<file path="src/rtl/fp32_mul_iter_pkg.sv">
// Shared FP32 constants, FSM states and decoded-field bundle
// for the iterative FP32 multiplier.
package fp32_mul_iter_pkg;

  localparam int FP32_BIAS    = 127;
  localparam int FP32_EXP_MAX = 255;

  localparam logic [31:0] FP32_QNAN = 32'h7FC00000;
  localparam logic [31:0] FP32_INF  = 32'h7F800000;

  typedef enum logic [1:0] {
    IDLE,
    MUL,
    NORM,
    DONE
  } state_e;

  typedef struct packed {
    logic        sign;
    logic [7:0]  expo;
    logic [22:0] mant;
    logic        is_zero;
    logic        is_inf;
    logic        is_nan;
    logic        is_snan;
  } fp32_dec_t;

endpackage

</file>
<file path="src/rtl/Fp32Decoder.sv">
// Splits a binary32 word into fields and class flags.
// Denormals are reported as zero (flush-to-zero).
module Fp32Decoder
  import fp32_mul_iter_pkg::*;
(
  input  logic [31:0] op_i,
  output fp32_dec_t   dec_o
);

  logic exp_zero;
  logic exp_ones;
  logic man_zero;

  // Field split and operand classification.
  always_comb begin
    exp_zero      = (op_i[30:23] == 8'h00);
    exp_ones      = (op_i[30:23] == 8'hFF);
    man_zero      = (op_i[22:0] == 23'h0);
    dec_o.sign    = op_i[31];
    dec_o.expo    = op_i[30:23];
    dec_o.mant    = op_i[22:0];
    dec_o.is_zero = exp_zero;
    dec_o.is_inf  = exp_ones & man_zero;
    dec_o.is_nan  = exp_ones & ~man_zero;
    dec_o.is_snan = exp_ones & ~man_zero
                  & ~op_i[22];
  end

endmodule

</file>
<file path="src/rtl/fp32_mul_iter.sv">
// Iterative shift-and-add FP32 multiplier, RNE rounding,
// flush-to-zero, one operation in flight.
module fp32_mul_iter
  import fp32_mul_iter_pkg::*;
#(
  parameter int BITS_PER_CYCLE = 1
) (
  input  logic        clk,
  input  logic        reset,
  input  logic        in_valid,
  output logic        in_ready,
  input  logic [31:0] a,
  input  logic [31:0] b,
  output logic        out_valid,
  input  logic        out_ready,
  output logic [31:0] result,
  output logic        flag_nv,
  output logic        flag_of,
  output logic        flag_uf
);

  localparam int BPC  = BITS_PER_CYCLE;
  localparam int NCYC = 24 / BPC;

  localparam logic signed [9:0] EXP_MAX_S =
    10'(FP32_EXP_MAX);

  if (!(BPC == 1 || BPC == 2 || BPC == 3 ||
        BPC == 4 || BPC == 6 || BPC == 8))
  begin : g_bad_bpc
    $error("BITS_PER_CYCLE must divide 24");
  end

  fp32_dec_t da;
  fp32_dec_t db;

  Fp32Decoder u_dec_a (
    .op_i  (a),
    .dec_o (da)
  );

  Fp32Decoder u_dec_b (
    .op_i  (b),
    .dec_o (db)
  );

  state_e             state_q;
  logic               sign_q;
  logic signed [9:0]  exp_q;
  logic [47:0]        acc_q;
  logic [47:0]        mcand_q;
  logic [23:0]        mplr_q;
  logic [4:0]         cnt_q;
  logic               out_valid_q;
  logic [31:0]        result_q;
  logic               nv_q;
  logic               of_q;
  logic               uf_q;

  logic               sign_d;
  logic               spc;
  logic [31:0]        spc_res;
  logic               spc_nv;
  logic [47:0]        acc_d;
  logic               p_hi;
  logic [22:0]        keep;
  logic               grd;
  logic               stk;
  logic               rnd;
  logic [23:0]        mant_r;
  logic signed [9:0]  exp_n;
  logic               norm_of;
  logic               norm_uf;
  logic [31:0]        norm_res;

  assign in_ready  = (state_q == IDLE) & ~reset;
  assign out_valid = out_valid_q;
  assign result    = result_q;
  assign flag_nv   = nv_q;
  assign flag_of   = of_q;
  assign flag_uf   = uf_q;

  // Special-operand results resolved straight from the decoders.
  always_comb begin
    sign_d  = da.sign ^ db.sign;
    spc     = 1'b0;
    spc_res = 32'h0;
    spc_nv  = 1'b0;
    if (da.is_nan | db.is_nan) begin
      spc     = 1'b1;
      spc_res = FP32_QNAN;
      spc_nv  = da.is_snan | db.is_snan;
    end else if ((da.is_inf & db.is_zero) |
                 (da.is_zero & db.is_inf)) begin
      spc     = 1'b1;
      spc_res = FP32_QNAN;
      spc_nv  = 1'b1;
    end else if (da.is_inf | db.is_inf) begin
      spc     = 1'b1;
      spc_res = FP32_INF | {sign_d, 31'h0};
    end else if (da.is_zero | db.is_zero) begin
      spc     = 1'b1;
      spc_res = {sign_d, 31'h0};
    end
  end

  // One MUL step: retire BPC multiplier bits into the accumulator.
  always_comb begin
    acc_d = acc_q;
    for (int i = 0; i < BPC; i++) begin
      if (mplr_q[i]) begin
        acc_d = acc_d + (mcand_q << i);
      end
    end
  end

  // Normalise, round to nearest even and pack the product.
  always_comb begin
    p_hi = acc_q[47];
    if (p_hi) begin
      keep = acc_q[46:24];
      grd  = acc_q[23];
      stk  = |acc_q[22:0];
    end else begin
      keep = acc_q[45:23];
      grd  = acc_q[22];
      stk  = |acc_q[21:0];
    end
    rnd     = grd & (stk | keep[0]);
    mant_r  = {1'b0, keep} + {23'h0, rnd};
    exp_n   = exp_q + 10'(p_hi) + 10'(mant_r[23]);
    norm_of = (exp_n >= EXP_MAX_S);
    norm_uf = (exp_n <= 10'sd0);
    if (norm_of) begin
      norm_res = FP32_INF | {sign_q, 31'h0};
    end else if (norm_uf) begin
      norm_res = {sign_q, 31'h0};
    end else begin
      norm_res = {sign_q, exp_n[7:0], mant_r[22:0]};
    end
  end

  // Control FSM with registered datapath and outputs.
  always_ff @(posedge clk) begin
    if (reset) begin
      state_q     <= IDLE;
      sign_q      <= 1'b0;
      exp_q       <= '0;
      acc_q       <= '0;
      mcand_q     <= '0;
      mplr_q      <= '0;
      cnt_q       <= '0;
      out_valid_q <= 1'b0;
      result_q    <= '0;
      nv_q        <= 1'b0;
      of_q        <= 1'b0;
      uf_q        <= 1'b0;
    end else begin
      unique case (state_q)
        IDLE: begin
          if (in_valid) begin
            sign_q  <= sign_d;
            exp_q   <= 10'({2'b0, da.expo}
                     + {2'b0, db.expo}
                     - 10'(FP32_BIAS));
            acc_q   <= '0;
            mcand_q <= {24'h0, 1'b1, da.mant};
            mplr_q  <= {1'b1, db.mant};
            cnt_q   <= 5'(NCYC - 1);
            if (spc) begin
              state_q     <= DONE;
              out_valid_q <= 1'b1;
              result_q    <= spc_res;
              nv_q        <= spc_nv;
              of_q        <= 1'b0;
              uf_q        <= 1'b0;
            end else begin
              state_q <= MUL;
            end
          end
        end
        MUL: begin
          acc_q   <= acc_d;
          mcand_q <= mcand_q << BPC;
          mplr_q  <= mplr_q >> BPC;
          if (cnt_q == 5'd0) begin
            state_q <= NORM;
          end else begin
            cnt_q <= cnt_q - 5'd1;
          end
        end
        NORM: begin
          state_q     <= DONE;
          out_valid_q <= 1'b1;
          result_q    <= norm_res;
          nv_q        <= 1'b0;
          of_q        <= norm_of;
          uf_q        <= norm_uf;
        end
        DONE: begin
          if (out_ready) begin
            state_q     <= IDLE;
            out_valid_q <= 1'b0;
          end
        end
        default: state_q <= IDLE;
      endcase
    end
  end

endmodule

</file>
<file path="config.mk">
export PLATFORM = sky130hd
export DESIGN_NAME = fp32_mul_iter
export DESIGN_NICKNAME = d
export VERILOG_FILES = /design/src/rtl/fp32_mul_iter_pkg.sv /design/src/rtl/Fp32Decoder.sv /design/src/rtl/fp32_mul_iter.sv
export SDC_FILE = /design/constraint.sdc
export NUM_CORES = 1
export LEC_CHECK = 0
export CORE_MARGIN = 2
export CORE_UTILIZATION = 35
export DETAILED_ROUTE_END_ITERATION = 12
export PLACE_DENSITY = 0.64
export SYNTH_ARGS = -nofsm -noshare
export SYNTH_HDL_FRONTEND = slang
export SYNTH_SLANG_ARGS = --single-unit
</file>
<file path="constraint.sdc">
create_clock -name clk -period 3.99 [get_ports clk]
set_input_delay 0.399 -clock clk [delete_from_list [all_inputs] [get_ports clk]]
set_output_delay 0.399 -clock clk [all_outputs]
set_load 0.01 [all_outputs]
</file>
; ---- After elaboration in Yosys (flattened, before gate mapping)
; Cells that the tools add are included.
; W data, S select, Z words.
[word_totals]
inputBits = 68
elab_cells = 116
reg_bits = 174
[op_classes]
n_bitwise = 22
add_sub_neg = 7
mux = 44
reduce_logical = 18
n_eq_ne = 11
n_lt_le_gt_ge = 2
[ops]
columns = operator, n
row1 = $mux W32, 6
row2 = $pmux W48 S2, 2
row3 = $mux W48, 3
row4 = $pmux W32 S2, 1
row5 = $mux W31, 2
row6 = $add A48 B48 Y48, 1
row7 = $pmux W24 S2, 1
row8 = $logic_not A23 Y1, 2
row9 = $add A23 B1 Y24, 1
row10 = $mux W24, 1
row11 = $mux W23, 1
row12 = $reduce_or A23 Y1, 1
row13 = $reduce_or A22 Y1, 1
row14 = $add A10 B1 Y10, 2
row15 = $eq A8 B8 Y1 const B, 2
row16 = $logic_not A8 Y1, 2
row17 = $mux W1, 15
row18 = $ne A2 B2 Y1 const B, 6
row19 = $reduce_and A3 Y1, 4
row20 = $and A1 B1 Y1, 10
row21 = $ge A10 B9 Y1 const B, 1
row22 = $le A10 B1 Y1 const B, 1
row23 = $mux W5, 2
row24 = $pmux W5 S2, 1
row25 = 18 further kinds, 35

; ---- Depth between registers and ports, before layout
[depth]
ltp_word = 10
mapped_depth = 20

; ---- Cells and area by module
; A second synthesis with hierarchy kept.
[hier_totals]
cells_unflattened = 1443
area_unflattened_um2 = 11622.4
[modules_own_cells]
columns = mod, area_per_inst_um2, seq_area_each_um2, cells_per_inst, instances
row1 = fp32_mul_iter, 10876.7, 3483.3, 1343, 1
row2 = Fp32Decoder, 372.9, 0.0, 50, 2

; ---- Worst setup path before layout
; No wires, ideal clock.
[synth_timing]
path_kind = reg-to-reg
start = register acc_q[47]
end = register result_q[0] (netlist: result[0])
path_stages_with_launch = 20
arrival_ns = 3.893
setup_time_ns = 0.066
setup_slack_ns = 0.032
n_path_buf = 3
required_time_ns = 3.924
cell_sequence = dfxtp_1 buf_6 nand2b_1 a2111oi_4 and3_1 and3_4 and3_1 nand2_1 fa_1 nor2b_2 nand2_1 nor2_2 and4_1 xnor2_1 and3_1 clkbuf_2 and3_4 buf_2 a22oi_1 nor2_1
[synth_via]
elab_chain_len = 9
[synth_lines]
columns = item, line_no
row1 = start: declaration, fp32_mul_iter.sv:50  ; logic [47:0] acc_q;
row2 = start signal: assignment, fp32_mul_iter.sv:149  ; acc_q <= '0;
row3 = start signal: assignment, fp32_mul_iter.sv:166  ; acc_q <= '0;
row4 = start signal: assignment, fp32_mul_iter.sv:183  ; acc_q <= acc_d;
row5 = $mux W1 / $mux W23 (equally long branches), fp32_mul_iter.sv:120  ; if (p_hi) begin
row6 = $or A1 B1 Y1, fp32_mul_iter.sv:129  ; rnd = grd & (stk | keep[0]);
row7 = $and A1 B1 Y1, fp32_mul_iter.sv:129
row8 = $add A23 B1 Y24, fp32_mul_iter.sv:130  ; mant_r = {1'b0, keep} + {23'h0, rnd};
row9 = $add A10 B1 Y10, fp32_mul_iter.sv:131  ; exp_n = exp_q + 10'(p_hi) + 10'(mant_r[23]);
row10 = $le A10 B1 Y1, fp32_mul_iter.sv:133  ; norm_uf = (exp_n <= 10'sd0);
row11 = $mux W31, fp32_mul_iter.sv:136  ; end else if (norm_uf) begin
row12 = $mux W31 (*), fp32_mul_iter.sv:134  ; if (norm_of) begin
row13 = $pmux W32 S2 (*), fp32_mul_iter.sv:159  ; unique case (state_q)
row14 = end signal: assignment, fp32_mul_iter.sv:173  ; result_q <= spc_res;
row15 = end signal: assignment, fp32_mul_iter.sv:195  ; result_q <= norm_res;
row16 = end: declaration, fp32_mul_iter.sv:55  ; logic [31:0] result_q;
; Mark *: on every way between the ends. The rest lies on a longest branch, timed or not.
; A chain may end at the register's enable or synchronous reset.

; ---- Worst setup path after layout
[layout_timing]
start = register acc_q[47]
end = register result_q[19] (netlist: result[19])
; The elaborated chain is that of the path after synthesis.

==> summary.md <==
| Metric | Value |
|---|---|
| Critical Path AT | `4.25 ns` |
| F_max | `roughly 260 MHz` |
| Mapped Nets | `1506` |
| Synth area leaders | `dfxtp_1, ha_1, nor2_1, mux2i_1, a211oi_1` |
| Status | `complete, no violations` |
| CTS buffer count | `17` |
| DRT Pass-1 Iters | `5` |
| Most frequent cells in the layout | `dfxtp_1, nor2_1, nand2_1, clkdlybuf4s50_1, a21oi_1` |
| CP required | `4.37 ns` |
| R2r endpoint | `result[19]$_SDFFE_PP0P_` |
| Layout cell share with drive strength beyond 1 | `7.851%` |
| Power per cell area | `between 400 and 500 nW/um2` |
| Antenna violations before repair | `0` |
| Cts hold-fix bufs | `0` |
| Post-DP HPWL | `about 22000 um` |
| Average cell area after synthesis | `a little over 8 um2` |
| Post-DP Area | `12580 um2` |
| Slew of the pin with the lowest slew margin | `0.9740 ns` |
| Worst skew pair latency | `0.45 ns` |
| Yosys reg bits | `roughly 170` |
| ANT cells | `0` |
| Synth Instances | `1364` |
| CTS Root Cell | `clkbuf_16` |
| Final setup violating endpoints | `0` |
| Clock Sinks | `174` |
| Register area share after synthesis | `about a third` |
| Gpl congestion | `0.9126` |
| Remaining antenna violation count | `0` |
| IR drop worst, VDD | `374.4 uV` |
| Hold_sp | `reset` |
| Final Non-Filler Cells | `1854` |
| CP Capture Type | `flip-flop` |
| CTS tree | `built` |
| Die Y | `182.1 um` |
| Hold worst-path end | `out_valid$_SDFFE_PP0P_` |
| Total Routing Usage GR | `a little under a fifth` |
| GRT overflow | `0` |
| Internal reg-to-reg setup slack | `roughly 0.11 ns` |
| WL final | `about 30000 um` |
| Rel. slew slack | `between 30% and 40%` |
| Leak | `roughly 0.0053 uW` |
| WS Path Type | `flip-flop to flip-flop` |
| Die W | `182.1 um` |
| CP Max Fanout | `9` |
| Design area | `13240 um2` |
| Initial Utilization | `35.36%` |
| Avg Vias per Cell | `5.587` |
| WL/cell | `16.63 um` |
| Layout Area Growth over Synthesis | `19.29%` |
| Routed vias | `10359` |
| DP Cell Count | `1819` |
| # rows | `65` |
| Reg2Reg Depth | `17` |
| # DRC | `0` |
| Warnings from Yosys | `0` |
| Largest area contributor in the netlist | `dfxtp_1` |
| Hold path cells | `2` |
| Worst r2r src | `acc_q[47]$_SDFFE_PP0P_` |
| Die area | `roughly 33000 um2` |
| Vias in the first global route | `9834` |
| Minimum clock period | `3.875 ns` |
| H-Tree Depth | `4` |
| HP Class | `input port to flip-flop` |
| CTS max path bufs | `2` |
| Hold Fails Final Rpt | `0` |
| Top cell type's share of synthesized area | `31.38%` |
| Pin count of the biggest net entering global routing | `92` |
| EDFF count, synth | `0` |
| Top_reg_cell synth | `dfxtp_1` |
| Crit start category | `flip-flop` |
| Area of the core | `between 30000 and 40000 um2` |
| I/O Buffers | `104` |
| Post-Syn Area | `11100 um2` |
| Maxcap violations | `0` |
| Final Cycle Share | `97.12%` |
| Commonest non-fill, non-tap cell in the layout | `dfxtp_1` |
| Final Skew | `roughly 0.016 ns` |
| Max-slew violations | `0` |
| Filler cell count | `3125` |
| Nets@finish | `1581` |
| Clk slew on worst S/H paths | `0.07 ns` |
| DRT iter0 DRCs | `646` |
| Asr flop ratio synth | `0%` |
| Unique masters post-synth | `77` |
| # IOs | `105` |
| First-pass GRT wire length | `49990 um` |
## flip-flops by register name, summed over array words and instances (netlist names), 2 cells and up
register	cells
exp_q	10
mplr_q	24
cnt_q	5
state_q	2
acc_q	48
result	32
mcand_q	48
## metal layers
| layer | GRT usage (%) | wire length (um) | vias to the layer above |
|---|---|---|---|
| met1 | 25.32 | 14770 | 4853 |
| met3 | 2.475 | 1494 | 44 |
| met2 | 29.65 | 13890 | 287 |
| li1 | - | - | 5175 |
| met4 | 6.452 | 677 | 0 |
| met5 | 0 | 0 | - |
## worst max-delay path by stage
stage | to | from | cells after the start
2_1_floorplan | result[0]$_SDFFE_PP0P_ | acc_q[47]$_SDFFE_PP0P_ | 19
4_1_cts | result[22]$_SDFFE_PP0P_ | acc_q[47]$_SDFFE_PP0P_ | 16
6_report | result[19]$_SDFFE_PP0P_ | acc_q[47]$_SDFFE_PP0P_ | 17
3_3_place_gp | result[22]$_SDFFE_PP0P_ | acc_q[47]$_SDFFE_PP0P_ | 16
3_5_place_dp | result[22]$_SDFFE_PP0P_ | acc_q[47]$_SDFFE_PP0P_ | 16
5_1_grt | result[19]$_SDFFE_PP0P_ | acc_q[47]$_SDFFE_PP0P_ | 17
## stage by stage
step	hold WS [ns]	utilization, %	TNS [ns]	power (uW)	setup WS (ns)
2_1_floorplan	0.4487	-	0	3786	0.03155
3_3_place_gp	0.4498	40.08	0	4335	0.1477
3_5_place_dp	0.4621	40.08	0	4382	0.01733
4_1_cts	0.3574	41.96	-0.008305	6094	-0.008305
5_1_grt	0.3984	42.18	-0.08636	6439	-0.04986
6_report	0.3848	42.18	0	6069	0.1148
## kinds of logic (layout without fill, tap and decap cells)
kind of cell	after synthesis	after routing	synth area share, %
multiplexers	59	59	5.388
XOR/XNOR	65	65	5.129
adder cells (fa/ha/maj)	74	74	8.545
buffers and inverters	121	208	4.464
flip-flops	174	174	31.38
AND/OR/NAND/NOR	459	460	19.24
AO/OA/AOI/OAI	412	412	25.85
## layout make-up
cell class	instances	area, um2	share of cell area [%]
inverters	30	112.6	0.8505
repair buffers	146	1354	10.22
clock inverters	13	147.6	1.115
multi-input cells	1070	7193	54.33
well taps	402	503.0	3.799
flip-flops and latches	174	3487	26.34
clock buffers	19	442.9	3.345
## cells in the mapped netlist (29+ instances only)
library cell and count:
mux2i_1 53, xnor2_1 33, a21oi_1 91, o21ai_0 43, a211oi_1 67, inv_1 29
ha_1 71, dfxtp_1 174, nand2_1 128, a22oi_1 56, a21o_1 42, clkbuf_1 69
xor2_1 32, nor2_1 170
## repair_timing
item,in CTS,in global routing
resized for setup,0,13
pin swaps,0,4
cloned,0,1
setup endpoints to repair,1,30
setup buffers,0,2
## critical path, cell delays in order, from the launching register on
cell and delay [ns]:
dfxtp_4 0.38, nand2b_2 0.22, a2111oi_4 0.39, and3_4 0.25, and3_4 0.22, and3_1 0.19, nand2_1 0.12, fa_2 0.39
nor2b_4 0.15, nand2_2 0.10, nor2_4 0.12, and4_4 0.27, xnor2_2 0.15, and3_4 0.25, buf_4 0.15, nand3_1 0.10
a211o_1 0.25, a21oi_1 0.11
## report_power, final
group	total, uW	switching (uW)	internal, uW	leakage (uW)
Combinational	2110	1290	827	0.00356
Sequential	2260	249	2010	0.00142
Clock	1700	794	904	0.000287
Total	6070	2330	3740	0.00526
Power figures use the tool's default switching activity.
